`config.mk`:
```
export PLATFORM = sky130hd
export DESIGN_NAME = uart_tx_flat
export DESIGN_NICKNAME = d
export VERILOG_FILES = /design/src/rtl/uart_pkg.sv /design/src/rtl/uart_tx_if.sv /design/src/rtl/uart_baud_tick.sv /design/src/rtl/uart_tx.sv /design/src/flat_wrapper.sv
export SDC_FILE = /design/constraint.sdc
export NUM_CORES = 1
export LEC_CHECK = 0
export ABC_AREA = 1
export CORE_ASPECT_RATIO = 1.2
export CORE_MARGIN = 2
export CORE_UTILIZATION = 49
export CTS_BUF_LIST = sky130_fd_sc_hd__clkbuf_4 sky130_fd_sc_hd__clkbuf_8
export CTS_CLUSTER_DIAMETER = 40
export DETAILED_ROUTE_END_ITERATION = 8
export GPL_TIMING_DRIVEN = 1
export PLACE_DENSITY = 0.73
export SYNTH_ARGS = -nofsm -noshare
export SYNTH_HDL_FRONTEND = slang
export SYNTH_SLANG_ARGS = --single-unit
```
`constraint.sdc`:
```
create_clock -name clk -period 1.47 [get_ports clk]
set_input_delay 0.147 -clock clk [delete_from_list [all_inputs] [get_ports clk]]
set_output_delay 0.147 -clock clk [all_outputs]
set_load 0.02 [all_outputs]
```
`src/rtl/uart_pkg.sv`:
```
// Shared definitions for the UART transmitter: FSM state encoding and
// serial line levels. The PARITY state only exists when UART_TX_PARITY_EN
// is defined.
package uart_pkg;

   // Serial line levels
   localparam logic IDLE_LEVEL  = 1'b1;
   localparam logic START_LEVEL = 1'b0;
   localparam logic STOP_LEVEL  = 1'b1;

   // Transmitter FSM states; fixed encodings keep debug traces stable
   // across builds with and without parity.
   typedef enum logic [2:0] {
      IDLE   = 3'd0,
      FETCH  = 3'd1,
      START  = 3'd2,
      DATA   = 3'd3,
`ifdef UART_TX_PARITY_EN
      PARITY = 3'd4,
`endif
      STOP   = 3'd5
   } tx_state_t;

endpackage : uart_pkg

```
`src/rtl/uart_tx_if.sv`:
```
// Upstream FIFO read port seen by the UART transmitter.
// Handshake: the consumer (master) raises fifo_rd_en only while fifo_empty
// is low; each cycle with fifo_rd_en high pops exactly one word, and
// fifo_data carries that word in the following cycle (registered read).
interface uart_tx_if #(
   parameter int DATA_WIDTH = 8
) ();
   logic                  fifo_empty;
   logic                  fifo_rd_en;
   logic [DATA_WIDTH-1:0] fifo_data;

   // Transmitter side: pops words
   modport master (
      output fifo_rd_en,
      input  fifo_empty,
      input  fifo_data
   );

   // FIFO side: supplies words
   modport slave (
      input  fifo_rd_en,
      output fifo_empty,
      output fifo_data
   );
endinterface : uart_tx_if

```
`src/rtl/uart_baud_tick.sv`:
```
// Bit-period counter for the UART transmitter. Counts 0..CLKS_PER_BIT-1,
// wraps at each bit boundary and is held at 0 while clear_i is high.
// bit_end_o marks the last cycle of a bit, bit_pre_end_o the cycle before.
module uart_baud_tick #(
   parameter int unsigned CLKS_PER_BIT = 16
) (
   input  logic clk,
   input  logic rst,
   input  logic clear_i,
   output logic bit_end_o,
   output logic bit_pre_end_o
);

   localparam int CNT_W = $clog2(CLKS_PER_BIT);
   localparam logic [CNT_W-1:0] CNT_LAST = CNT_W'(CLKS_PER_BIT - 1);
   localparam logic [CNT_W-1:0] CNT_PRE  = CNT_W'(CLKS_PER_BIT - 2);

   logic [CNT_W-1:0] cnt_q;
   logic [CNT_W-1:0] cnt_d;

   assign bit_end_o     = (cnt_q == CNT_LAST);
   assign bit_pre_end_o = (cnt_q == CNT_PRE);

   // Next count: clear, wrap at the bit boundary, otherwise increment
   always_comb begin
      cnt_d = cnt_q + CNT_W'(1);
      if (clear_i || bit_end_o) begin
         cnt_d = '0;
      end
   end

   // Counter register
   always_ff @(posedge clk or negedge rst) begin
      if (!rst) begin
         cnt_q <= '0;
      end else begin
         cnt_q <= cnt_d;
      end
   end

endmodule : uart_baud_tick

```
`src/rtl/uart_tx.sv`:
```
// UART transmitter fed from a synchronous FIFO with registered read data.
// Frame: start bit, DATA_WIDTH data bits LSB first, optional even parity
// bit (enabled by defining UART_TX_PARITY_EN), one stop bit. Each bit lasts
// CLKS_PER_BIT clocks. One pop per frame; a popped word is latched in the
// FETCH cycle, so the start bit begins two cycles after the pop.
module uart_tx
   import uart_pkg::*;
#(
   parameter int unsigned DATA_WIDTH   = 8,
   parameter int unsigned CLKS_PER_BIT = 16
) (
   input  logic       clk,
   input  logic       rst,
   uart_tx_if.master  fifo,
   output logic       tx,
   output logic       busy,
   output logic       tx_done,
   output tx_state_t  state_o
);

   localparam int BIT_W = (DATA_WIDTH > 1) ? $clog2(DATA_WIDTH) : 1;
   localparam logic [BIT_W-1:0] BIT_LAST = BIT_W'(DATA_WIDTH - 1);

   tx_state_t             state_q;
   logic [DATA_WIDTH-1:0] shift_q;
   logic [BIT_W-1:0]      bit_idx_q;
   logic                  tx_q;
   logic                  busy_q;
   logic                  done_q;
`ifdef UART_TX_PARITY_EN
   logic                  parity_q;
`endif

   logic baud_clear;
   logic bit_end;
   logic bit_pre_end;

   // Pop only from IDLE with data available, never while reset is asserted
   assign fifo.fifo_rd_en = rst && (state_q == IDLE) && !fifo.fifo_empty;

   // The bit counter sits at 0 until the start bit, so every bit-carrying
   // state is entered with a fresh count (later entries coincide with wrap).
   assign baud_clear = (state_q == IDLE) || (state_q == FETCH);

   uart_baud_tick #(
      .CLKS_PER_BIT (CLKS_PER_BIT)
   ) u_baud (
      .clk           (clk),
      .rst           (rst),
      .clear_i       (baud_clear),
      .bit_end_o     (bit_end),
      .bit_pre_end_o (bit_pre_end)
   );

   assign tx      = tx_q;
   assign busy    = busy_q;
   assign tx_done = done_q;
   assign state_o = state_q;

   // Frame sequencer with registered line, busy and done outputs
   always_ff @(posedge clk or negedge rst) begin
      if (!rst) begin
         state_q   <= IDLE;
         shift_q   <= '0;
         bit_idx_q <= '0;
         tx_q      <= IDLE_LEVEL;
         busy_q    <= 1'b0;
         done_q    <= 1'b0;
`ifdef UART_TX_PARITY_EN
         parity_q  <= 1'b0;
`endif
      end else begin
         done_q <= 1'b0;
         case (state_q)
            IDLE: begin
               tx_q <= IDLE_LEVEL;
               if (fifo.fifo_rd_en) begin
                  state_q <= FETCH;
                  busy_q  <= 1'b1;
               end
            end

            // Read data is valid now, one cycle after the pop
            FETCH: begin
               shift_q   <= fifo.fifo_data;
               bit_idx_q <= '0;
`ifdef UART_TX_PARITY_EN
               parity_q  <= ^fifo.fifo_data;
`endif
               tx_q      <= START_LEVEL;
               state_q   <= START;
            end

            START: begin
               if (bit_end) begin
                  tx_q    <= shift_q[0];
                  shift_q <= shift_q >> 1;
                  state_q <= DATA;
               end
            end

            // shift_q[0] always holds the next bit to drive
            DATA: begin
               if (bit_end) begin
                  if (bit_idx_q == BIT_LAST) begin
`ifdef UART_TX_PARITY_EN
                     tx_q    <= parity_q;
                     state_q <= PARITY;
`else
                     tx_q    <= STOP_LEVEL;
                     state_q <= STOP;
`endif
                  end else begin
                     bit_idx_q <= bit_idx_q + BIT_W'(1);
                     tx_q      <= shift_q[0];
                     shift_q   <= shift_q >> 1;
                  end
               end
            end

`ifdef UART_TX_PARITY_EN
            PARITY: begin
               if (bit_end) begin
                  tx_q    <= STOP_LEVEL;
                  state_q <= STOP;
               end
            end
`endif

            // Done is raised one edge early so it lands on the last stop cycle
            STOP: begin
               if (bit_pre_end) begin
                  done_q <= 1'b1;
               end
               if (bit_end) begin
                  tx_q    <= IDLE_LEVEL;
                  busy_q  <= 1'b0;
                  state_q <= IDLE;
               end
            end

            default: begin
               tx_q    <= IDLE_LEVEL;
               busy_q  <= 1'b0;
               state_q <= IDLE;
            end
         endcase
      end
   end

endmodule : uart_tx

```
`src/flat_wrapper.sv`:
```
// flat-port wrapper written by rule: the top's interface ports become plain ports
module uart_tx_flat import uart_pkg::*;
#(
   parameter int unsigned DATA_WIDTH   = 8,
   parameter int unsigned CLKS_PER_BIT = 16
)
  (clk, rst, tx, busy, tx_done, state_o, fifo_fifo_rd_en, fifo_fifo_empty, fifo_fifo_data);
  uart_tx_if #(.DATA_WIDTH(DATA_WIDTH)) fifo_i ();
  input  logic clk;
  input  logic rst;
  output logic tx;
  output logic busy;
  output logic tx_done;
  output tx_state_t state_o;
  output wire logic [$bits(fifo_i.fifo_rd_en)-1:0] fifo_fifo_rd_en;
  input wire logic [$bits(fifo_i.fifo_empty)-1:0] fifo_fifo_empty;
  input wire logic [$bits(fifo_i.fifo_data)-1:0] fifo_fifo_data;
  assign fifo_fifo_rd_en = fifo_i.fifo_rd_en;
  assign fifo_i.fifo_empty = fifo_fifo_empty;
  assign fifo_i.fifo_data = fifo_fifo_data;
  uart_tx #(.DATA_WIDTH(DATA_WIDTH), .CLKS_PER_BIT(CLKS_PER_BIT)) u_core (.clk(clk), .rst(rst), .fifo(fifo_i), .tx(tx), .busy(busy), .tx_done(tx_done), .state_o(state_o));
endmodule
```
### Word-level counts from Yosys, hierarchy flattened

Cells that the tools add are included.

* register bits: 21
* bits of input ports: 11
* output and inout bits: 7
* word-level logic and storage cells: 61

* add/subtract/negate cells: 2
* equality and inequality tests: 13
* mux-type cells: 24
* bitwise gates (word level): 1
* reductions and logical operators: 14

Operators by type and width (number)
* $mux W8: 3
* $pmux W8 S3: 1
* $mux W3: 7
* $pmux W3 S5: 1
* $ne A2 B2 Y1 const B: 5
* $reduce_and A3 Y1: 3
* $eq A4 B4 Y1 const B: 2
* $mux W1: 8
* $eq A3 B2 Y1 const B: 2
* $eq A3 B3 Y1 const B: 2
* $pmux W3 S2: 1
* $reduce_and A5 Y1: 1
* $add A4 B1 Y4 const B: 1
* $mux W4: 1
* $pmux W1 S4: 1
* $reduce_and A4 Y1: 1
* $add A3 B1 Y3 const B: 1
* $eq A3 B1 Y1 const B: 1
* $logic_not A3 Y1: 1
* $pmux W1 S3: 1
* $reduce_bool A3 Y1: 1
* $reduce_or A3 Y1: 1
* $logic_and A1 B1 Y1: 2
* $logic_or A1 B1 Y1: 2
* 4 further kinds: 4

### Longest topological paths before layout

Gate-level depths: netlist of run 1.

* depth in word-level cells: 5
* mapped depth: 8
* mapped depth without buffers: 8

### Cells and area by module

A second synthesis of run 1 with hierarchy kept.

* cell total of the unflattened synthesis: 150
* area, all modules: 1146.1 um2

Modules (own cells, without submodules)
* uart_tx: times used 1, cells each 129, area each 943.4 um2, seq. area each 426.7 um2
* uart_baud_tick: times used 1, cells each 21, area each 202.7 um2, seq. area each 100.1 um2

### Worst setup path before layout of run 1

Ideal clock, no wire load.

* path type: reg2reg
* start point: register u_core.state_q[2] (netlist: u_core.state_o[2])
* end point: register u_core.busy_q (netlist: u_core.busy)
* library setup time: 0.066 ns
* data arrival time: 1.370 ns
* required time: 1.404 ns
* path slack: 0.035 ns
* stages on the path, launching flop included: 7
* path buffers: 1
* clock period less this slack: 1.435 ns
* path through: dfrtp_1 -> buf_6 -> nor2_1 -> nand2_1 -> nor2_1 -> inv_1 -> nand2_1

* cells in the longest elaborated chain, start to end: 5
* elaborated cells between the ends (all ways): 13
* classes of those cells: 6 x eq/ne; 1 x mux; 1 x bitwise; 5 x reduce/logical

Ends and longest elaborated chain
* from (decl): RTL line uart_tx.sv:24 `tx_state_t state_q;`
* from (signal assigned): RTL line uart_tx.sv:63 `state_q <= IDLE;`
* from (signal assigned): RTL line uart_tx.sv:78 `state_q <= FETCH;`
* from (signal assigned): RTL line uart_tx.sv:91 `state_q <= START;`
* $logic_not A3 Y1: RTL line uart_tx.sv:39 `assign fifo.fifo_rd_en = rst && (state_q == IDLE) && !fifo.fifo_empty;`
* $logic_and A1 B1 Y1 (2 in series): RTL line uart_tx.sv:39
* named net fifo_fifo_rd_en: RTL line flat_wrapper.sv:15 `output wire logic [$bits(fifo_i.fifo_rd_en)-1:0] fifo_fifo_rd_en;`
* $ne A2 B2 Y1 (no line)
* $reduce_and A3 Y1 (no line)
* to (signal assigned): RTL line uart_tx.sv:67 `busy_q <= 1'b0;`
* to (signal assigned): RTL line uart_tx.sv:79 `busy_q <= 1'b1;`
* to (signal assigned): RTL line uart_tx.sv:137 `busy_q <= 1'b0;`
* to (decl): RTL line uart_tx.sv:28 `logic busy_q;`

The timed path passes the listed nets, and every way through them passes these cells.
A chain may end at the register's enable or synchronous reset.

### Final worst setup path of run 1

* start point: register u_core.busy_q (netlist: u_core.busy)
* end point: output busy

RTL lines
* to (decl): RTL line flat_wrapper.sv:12 `output logic busy;`

No word-level cell between the ends.

==> impl_summary.txt, run 1 <==
----------------------------------------------------
[Clock tree]
  Max Root-Sink Buffers ... 2
  CTS tree ... done
  Root buffer cell ... clkbuf_4
  Sinks on Clock Net ... 21
  Skew-Pair Late Insertion Delay ... 300 ps
  Clock transition time at the flip-flop clock pins of the worst setup and hold paths ... 120 ps
  Level count of the clock H-tree ... 1
  Number of buffers created by CTS ... 3
  Hold_buf cts ... 0

[Placement]
  Number of cells after detailed placement ... 214
  # port buffers ... 17
  Half-perimeter wire length of the detailed placement result ... 1.73 mm
  Post-placement worst setup slack ... -208 ps
  Final weighted congestion of routability-driven global placement ... 0.870

[Critical path]
  Crit path capture type ... output port
  Cells along the critical path ... clkdlybuf4s50_1
  Crit Path Class ... reg2out
  Worst path required time ... 1320 ps
  Dominant delay contributor by cell family on the critical path ... buffers and inverters
  Max stage delay on crit path ... 600 ps
  Critical path arrival ... 1250 ps
  Startpoint Class ... flip-flop
  Number of buffers and inverters on the critical path ... 1
  Largest fanout on the critical path ... 2
  Slowest cell on the critical path ... clkdlybuf4s50_1

[STA]
  Min cycle time layout ... 1400 ps
  Worst path setup slack after routing ... 69.8 ps
  Achievable clock frequency ... 714 MHz
  Relative max-transition margin ... 81.9%
  Final hold violation count ... 0
  Final max-slew violation count ... 0
  Worst setup skew after layout ... 4.16 ps
  Share of the clock period used by the worst path after layout ... 95.2%
  Worst hold margin ... 255 ps
  Slew at the pin closest to its max-slew limit ... 271 ps
  Final count of negative-setup-slack endpoints ... 0

[Detailed routing]
  Remaining DRCs ... 0
  Iteration count of the initial detailed-routing pass ... 4
  Wire length per cell ... 10.6 µm
  Routed Antenna Nets ... 0
  Wire length after detailed routing ... 2.35 mm
  DRC marker count from the first detailed-route iteration ... 20
  Vias ... 1,070
  Avg Vias per Cell ... 4.84

[Cells and area]
  Post-Route Utilization ... 67.9%
  Inserted Diodes ... 0
  Layout overhead on the synthesized area ... 34.4%
  Post-layout net count ... 206
  Proportion of layout cells with a drive suffix above 1 ... 22.6%
  Area of the multi-input gates ... 589 µm²
  Filler cell count ... 202
  Register area ... 527 µm²
  Number of cells in the finished layout apart from fillers ... 221

[GRT]
  Congestion Overflow GR ... 0
  Largest net degree at the start of global routing ... 22
  Total global routing track utilization ... 21.0%
  First-pass GRT wire length ... 4.11 mm
  Vias in the first global route ... 973
  Antenna violations before repair ... 0

[Power]
  Total power divided by cell area ... 1630 nW/µm²
  Worst IR drop on VDD ... 1090 µV
  Sum of internal, switching and leakage power ... 2.50 mW
  Cell leakage power ... 0.829 nW

[Run status]
  Run status ... completed

[Logic synthesis]
  YS warnings ... 0
  Cell accounting for the most synthesized area ... dfrtp_1
  Top area cells in the synthesized netlist ... dfrtp_1 44%, nand2_1 22%, nand3_1 4.8%
  Cell area after technology mapping ... 1140 µm²
  Netlist cell types ... 19
  Gate Count Post-Synth ... 152
  Avg Inst Size Synth ... 7.51 µm²
  Nets in the synthesized netlist ... 167
  Number of flip-flops and latches in the synthesized netlist ... 21
  Fraction of the yosys area taken by sequential cells ... 46.2%
  Share of Yosys cell area claimed by the top area cell type ... 43.9%

[Die]
  Initial standard-cell utilization of the core ... 50.5%
  Die Width ... 48.1 µm
  Core footprint ... 2260 µm²
  Y dimension of the die ... 56.9 µm
  Die area ... 2730 µm²
  Number of placement rows ... 19
  Boundary pin count ... 18

[Job]
  Number of max-cap violations ... 0

[Worst hold path]
  Hold/Removal Path Class ... in2async

----------------------------------------------------
[where the power goes]
part,total (mW),switching (mW),internal (mW)
sequential,0.898,0.131,0.767
combinational,1.29,0.743,0.552
clock,0.306,0.182,0.124
[Yosys cell counts]
library cell and instances:
a21oi_1 3, buf_6 1, dfrtp_1 20, dfstp_2 1
ha_1 4, inv_1 14, inv_4 1, nand2_1 68
nand2_2 2, nand2_4 1, nand3_1 11, nand3_4 1
nor2_1 12, nor2_2 3, nor2_4 1, nor3_1 2
o21ai_0 5, o21ai_2 1, xor2_1 1
[path summary, 6_finish.rpt]
check / startpoint / end / slack (ps) / cells after the start
worst min-delay path: rst / u_core.tx_done$_DFF_PN0_ / 260 / 2
max in group asynchronous: rst / u_core.tx$_DFFE_PN1P_ / 940 / 2
worst max-delay path: u_core.busy$_DFFE_PN0P_ / busy / 70 / 1
worst min register to register: u_core.tx$_DFFE_PN1P_ / u_core.tx$_DFFE_PN1P_ / 480 / 2
worst max register to register: u_core.bit_idx_q[1]$_DFFE_PN0P_ / u_core.shift_q[3]$_DFFE_PN0P_ / 80 / 8
min in group clk: fifo_fifo_data[7] / u_core.shift_q[7]$_DFFE_PN0P_ / 390 / 3
[kinds of logic (layout without fill, tap and decap cells)]
group / count (synthesis) / count (layout) / synth area share (%)
simple gates: 101 / 102 / 38.3
fa+ha+maj: 4 / 4 / 4.39
flops: 21 / 21 / 46.2
compound gates: 9 / 9 / 4.28
xor+xnor: 1 / 1 / 0.768
buf+inv: 16 / 53 / 6.14
[metal layers]
| metal | global-route usage (%) | wire length [µm] | vias up | part of all wire [%] |
|---|---|---|---|---|
| li1 | - | - | 550 | - |
| met1 | 26.9 | 1050 | 497 | 44 |
| met2 | 34.9 | 1200 | 19 | 51 |
| met3 | 2.89 | 68 | 4 | 2.9 |
| met4 | 6.95 | 34 | 0 | 1.4 |
| met5 | 0 | 0 | - | 0 |
[state kept, by name, indices dropped and copies added (netlist names)]
signal and cells:
u_core.bit_idx_q 3, u_core.busy 1, u_core.shift_q 8, u_core.state_o 3, u_core.tx 1, u_core.tx_done 1
u_core.u_baud.cnt_q 4
[area by class of cell]
class | count | area share, %
Multi-Input combinational cell | 116 | 38.4
Timing Repair Buffer | 34 | 18.9
Inverter | 15 | 3.83
Tap cell | 31 | 2.53
Clock buffer | 4 | 1.96
Sequential cell | 21 | 34.3
[layout by cell type, fill, tap and decap left out, drive strengths merged]
cell and n:
o21ai 6, nor3 2, nor2 16, xor2 1
ha 4, nand3 13, dlygate4sd2 4, nand2 71
clkdlybuf4s50 12, dfrtp 20, a21oi 3, inv 15
dfstp 1, clkbuf 4, buf 18
[per-stage QoR]
stage	area (µm²)	TNS, ps
floorplan	1140	0
global placement	1450	-197
detailed placement	1450	-208
CTS	1500	0
global route	1530	-16.9
finish	1530	0
[repair_timing]
item	in CTS	in global routing
gates resized for setup	11	8
buffers inserted	0	2
setup endpoints to repair	11	13
pin swaps	0	1
gates cloned	1	0
Power figures use the tool's default switching activity.
==> run 2: changes to the inputs <==
Settings changed: CTS_BUF_LIST sky130_fd_sc_hd__clkbuf_4 sky130_fd_sc_hd__clkbuf_8 to sky130_fd_sc_hd__clkbuf_2, TNS_END_PERCENT set to 20.
==> impl_summary.txt, run 2 (synthesized netlist as in run 1, its figures left out) <==
----------------------------------------------------
[Run status]
  Run status ... completed

[Clock tree]
  Skew-Pair Late Insertion Delay ... 330 ps (+30 ps)
  Level count of the clock H-tree ... 1 (unchanged)
  Sinks on Clock Net ... 21 (unchanged)
  Clock transition time at the flip-flop clock pins of the worst setup and hold paths ... 210 ps (+90 ps)
  CTS tree ... done
  Number of buffers created by CTS ... 3 (unchanged)
  Root buffer cell ... clkbuf_2
  Max Root-Sink Buffers ... 2 (unchanged)

[Critical path]
  Setup slack of the most critical reg-to-reg path ... 70 ps (about the same)
  Critical path arrival ... 1260 ps (about the same)
  Crit path capture type ... output port
  CP startpoint ... u_core.state_o[1]$_DFFE_PN0P_
  R2R depth ... 8 (unchanged)
  Worst path required time ... 1320 ps (about the same)
  Largest fanout on the critical path ... 2 (unchanged)
  Source of the worst register-to-register timing path ... u_core.bit_idx_q[1]$_DFFE_PN0P_
  Critical register-to-register path endpoint ... u_core.shift_q[6]$_DFFE_PN0P_
  Startpoint Class ... flip-flop
  Crit Path Class ... reg2out

[GRT]
  Congestion Overflow GR ... 0 (unchanged)
  Antenna violations before repair ... 0 (unchanged)
  Vias in the first global route ... 952 (-2.2%)
  First-pass GRT wire length ... 4.00 mm (-2.7%)
  Largest net degree at the start of global routing ... 22 (unchanged)
  Total global routing track utilization ... 20.4% (-0.62 points)

[Die]
  Die area ... 2730 µm² (unchanged)
  Y dimension of the die ... 56.9 µm (unchanged)
  Core footprint ... 2260 µm² (unchanged)
  Number of placement rows ... 19 (unchanged)
  Initial standard-cell utilization of the core ... 50.5% (unchanged)
  Die Width ... 48.1 µm (unchanged)
  Boundary pin count ... 18 (unchanged)

[Placement]
  Post-placement worst setup slack ... -208 ps (unchanged)
  Half-perimeter wire length of the detailed placement result ... 1.73 mm (unchanged)
  Final weighted congestion of routability-driven global placement ... 0.870 (unchanged)
  # port buffers ... 17 (unchanged)

[Power]
  Clock share of power ... 10.2% (-2.0 points)
  Share of power burned in registers ... 36.2% (+0.3 points)
  Worst IR drop on VDD ... 961 µV (-12%)
  Switch Pwr ... 1.10 mW (+4.3%)
  Switching share of power ... 43.6% (+1.3 points)
  Combinational cell fraction of total power ... 53.7% (+1.9 points)
  Cell leakage power ... 0.870 nW (+4.9%)
  Pint ... 1.42 mW (-1.3%)
  Total power divided by cell area ... 1610 nW/µm² (-1.3%)

[Cells and area]
  Post-Route Utilization ... 69.6% (+1.7 points)
  Inserted Diodes ... 0 (unchanged)
  Largest register by flop count ... u_core.shift_q
  Highest-count cells in the layout ignoring fill and taps ... 68 x nand2_1, 20 x buf_4, 20 x dfrtp_1, 13 x inv_1, 10 x clkdlybuf4s50_1
  Largest registers ... u_core.shift_q x8, u_core.u_baud.cnt_q x4
  Max reg flops ... 8 (unchanged)
  Most common cell after layout, fill and taps aside ... nand2_1
  Post-layout net count ... 208 (+0.97%)
  Layout overhead on the synthesized area ... 37.7%
  Proportion of layout cells with a drive suffix above 1 ... 24.5% (+1.8 points)

[Detailed routing]
  Routed Antenna Nets ... 0 (unchanged)
  Remaining DRCs ... 0 (unchanged)
  Wire length after detailed routing ... 2.41 mm (+2.6%)
  Iteration count of the initial detailed-routing pass ... 4 (unchanged)
  Wire length per cell ... 10.8 µm (+1.7%)
  DRC marker count from the first detailed-route iteration ... 17 (-15%)
  Avg Vias per Cell ... 4.78 (-1.4%)
  Vias ... 1,065 (-0.47%)

[STA]
  Final max-slew violation count ... 0 (unchanged)
  Worst setup skew after layout ... 11.9 ps (+7.74 ps)
  Min cycle time layout ... 1410 ps (+6.99 ps)
  Final hold violation count ... 0 (unchanged)
  Final count of negative-setup-slack endpoints ... 0 (unchanged)
  Fin Setup TNS ... 0 ps (unchanged)
  Slew at the pin closest to its max-slew limit ... 273 ps (+1.65 ps)
  Relative max-transition margin ... 81.8% (-0.11 points)
  Setup repair after global routing missed its margin ... true
  Share of the clock period used by the worst path after layout ... 95.7% (+0.48 points)
  Worst path setup slack after routing ... 62.8 ps (-6.99 ps)
  Achievable clock frequency ... 711 MHz (-0.50%)

[Job]
  Number of max-cap violations ... 0 (unchanged)

[Worst hold path]
  Hold/Removal Path Class ... in2async

----------------------------------------------------
-- run 2: cell types whose count changed in the layout (fill, tap and decap cells not counted), moves of 2 or more --
cell             previous run  this run
buf_4                      18        20
clkbuf_4                    4         0
ha_4                        0         2
clkdlybuf4s50_1            12        10
clkbuf_2                    0         5
dlymetal6s2s_1              0         2
ha_2                        3         1
-- run 2: final cells by class --
cell class	count	area, µm²
Tap cell	31	38.8
Sequential cell	21	527
Inverter	15	58.8
Fill cell	197	687
Timing Repair Buffer	36	307
Multi-Input combinational cell	116	621
Clock buffer	4	20.0
-- run 2: worst max-delay path by stage --
stage                                    to  slack, ps  depth (start not counted)
global route                fifo_fifo_rd_en        -30                          4
floorplan           u_core.busy$_DFFE_PN0P_         30                          6
CTS                         fifo_fifo_rd_en       -150                          4
detailed placement          fifo_fifo_rd_en       -210                          4
global placement            fifo_fifo_rd_en       -200                          4
finish                      fifo_fifo_rd_en         60                          4
-- run 2: metal layers --
metal	routed length [µm]	share of wire [%]	vias to the layer above	track usage, %
met5	0	0	-	0
met2	1210	50	24	33.7
met3	88	3.6	4	2.89
met1	1090	45	484	26.0
met4	26	1.1	0	6.95
li1	-	-	553	-
-- run 2: what timing repair did --
| item | 4_1_cts | 5_1_grt |
|---|---|---|
| cloned | 0 | 1 |
| hold buffers | 0 | 0 |
| endpoints found under the setup margin | 13 | 17 |
| setup buffers | 0 | 4 |
| gates resized for setup | 7 | 22 |
| pin swaps | 0 | 2 |
-- run 2: power groups by stage --
stage                     registers, mW  logic, mW  clock network (mW)
after global routing              0.936       1.53               0.281
after detailed placement          0.901       1.23                   0
after floorplan                   0.948      0.750                   0
after CTS                         0.887       1.21               0.258
final                             0.913       1.36               0.257
after global placement            0.890       1.22                   0
-- run 2: worst max-delay path, cell delays in order (launching register included) --
cell     delay, ps
dfrtp_1        450
nor2_2         130
nand2_1         90
nor2_2         110
buf_4          150
-- run 2: per-stage QoR --
stage | hold WS [ps] | cells | total power, mW | area (µm²)
final | 210 | 223 | 2.53 | 1570
after global placement | 458 | 214 | 2.11 | 1450
after detailed placement | 464 | 214 | 2.13 | 1450
after floorplan | -149 | 152 | 1.70 | 1140
after global routing | 216 | 223 | 2.75 | 1570
after CTS | 235 | 218 | 2.36 | 1470
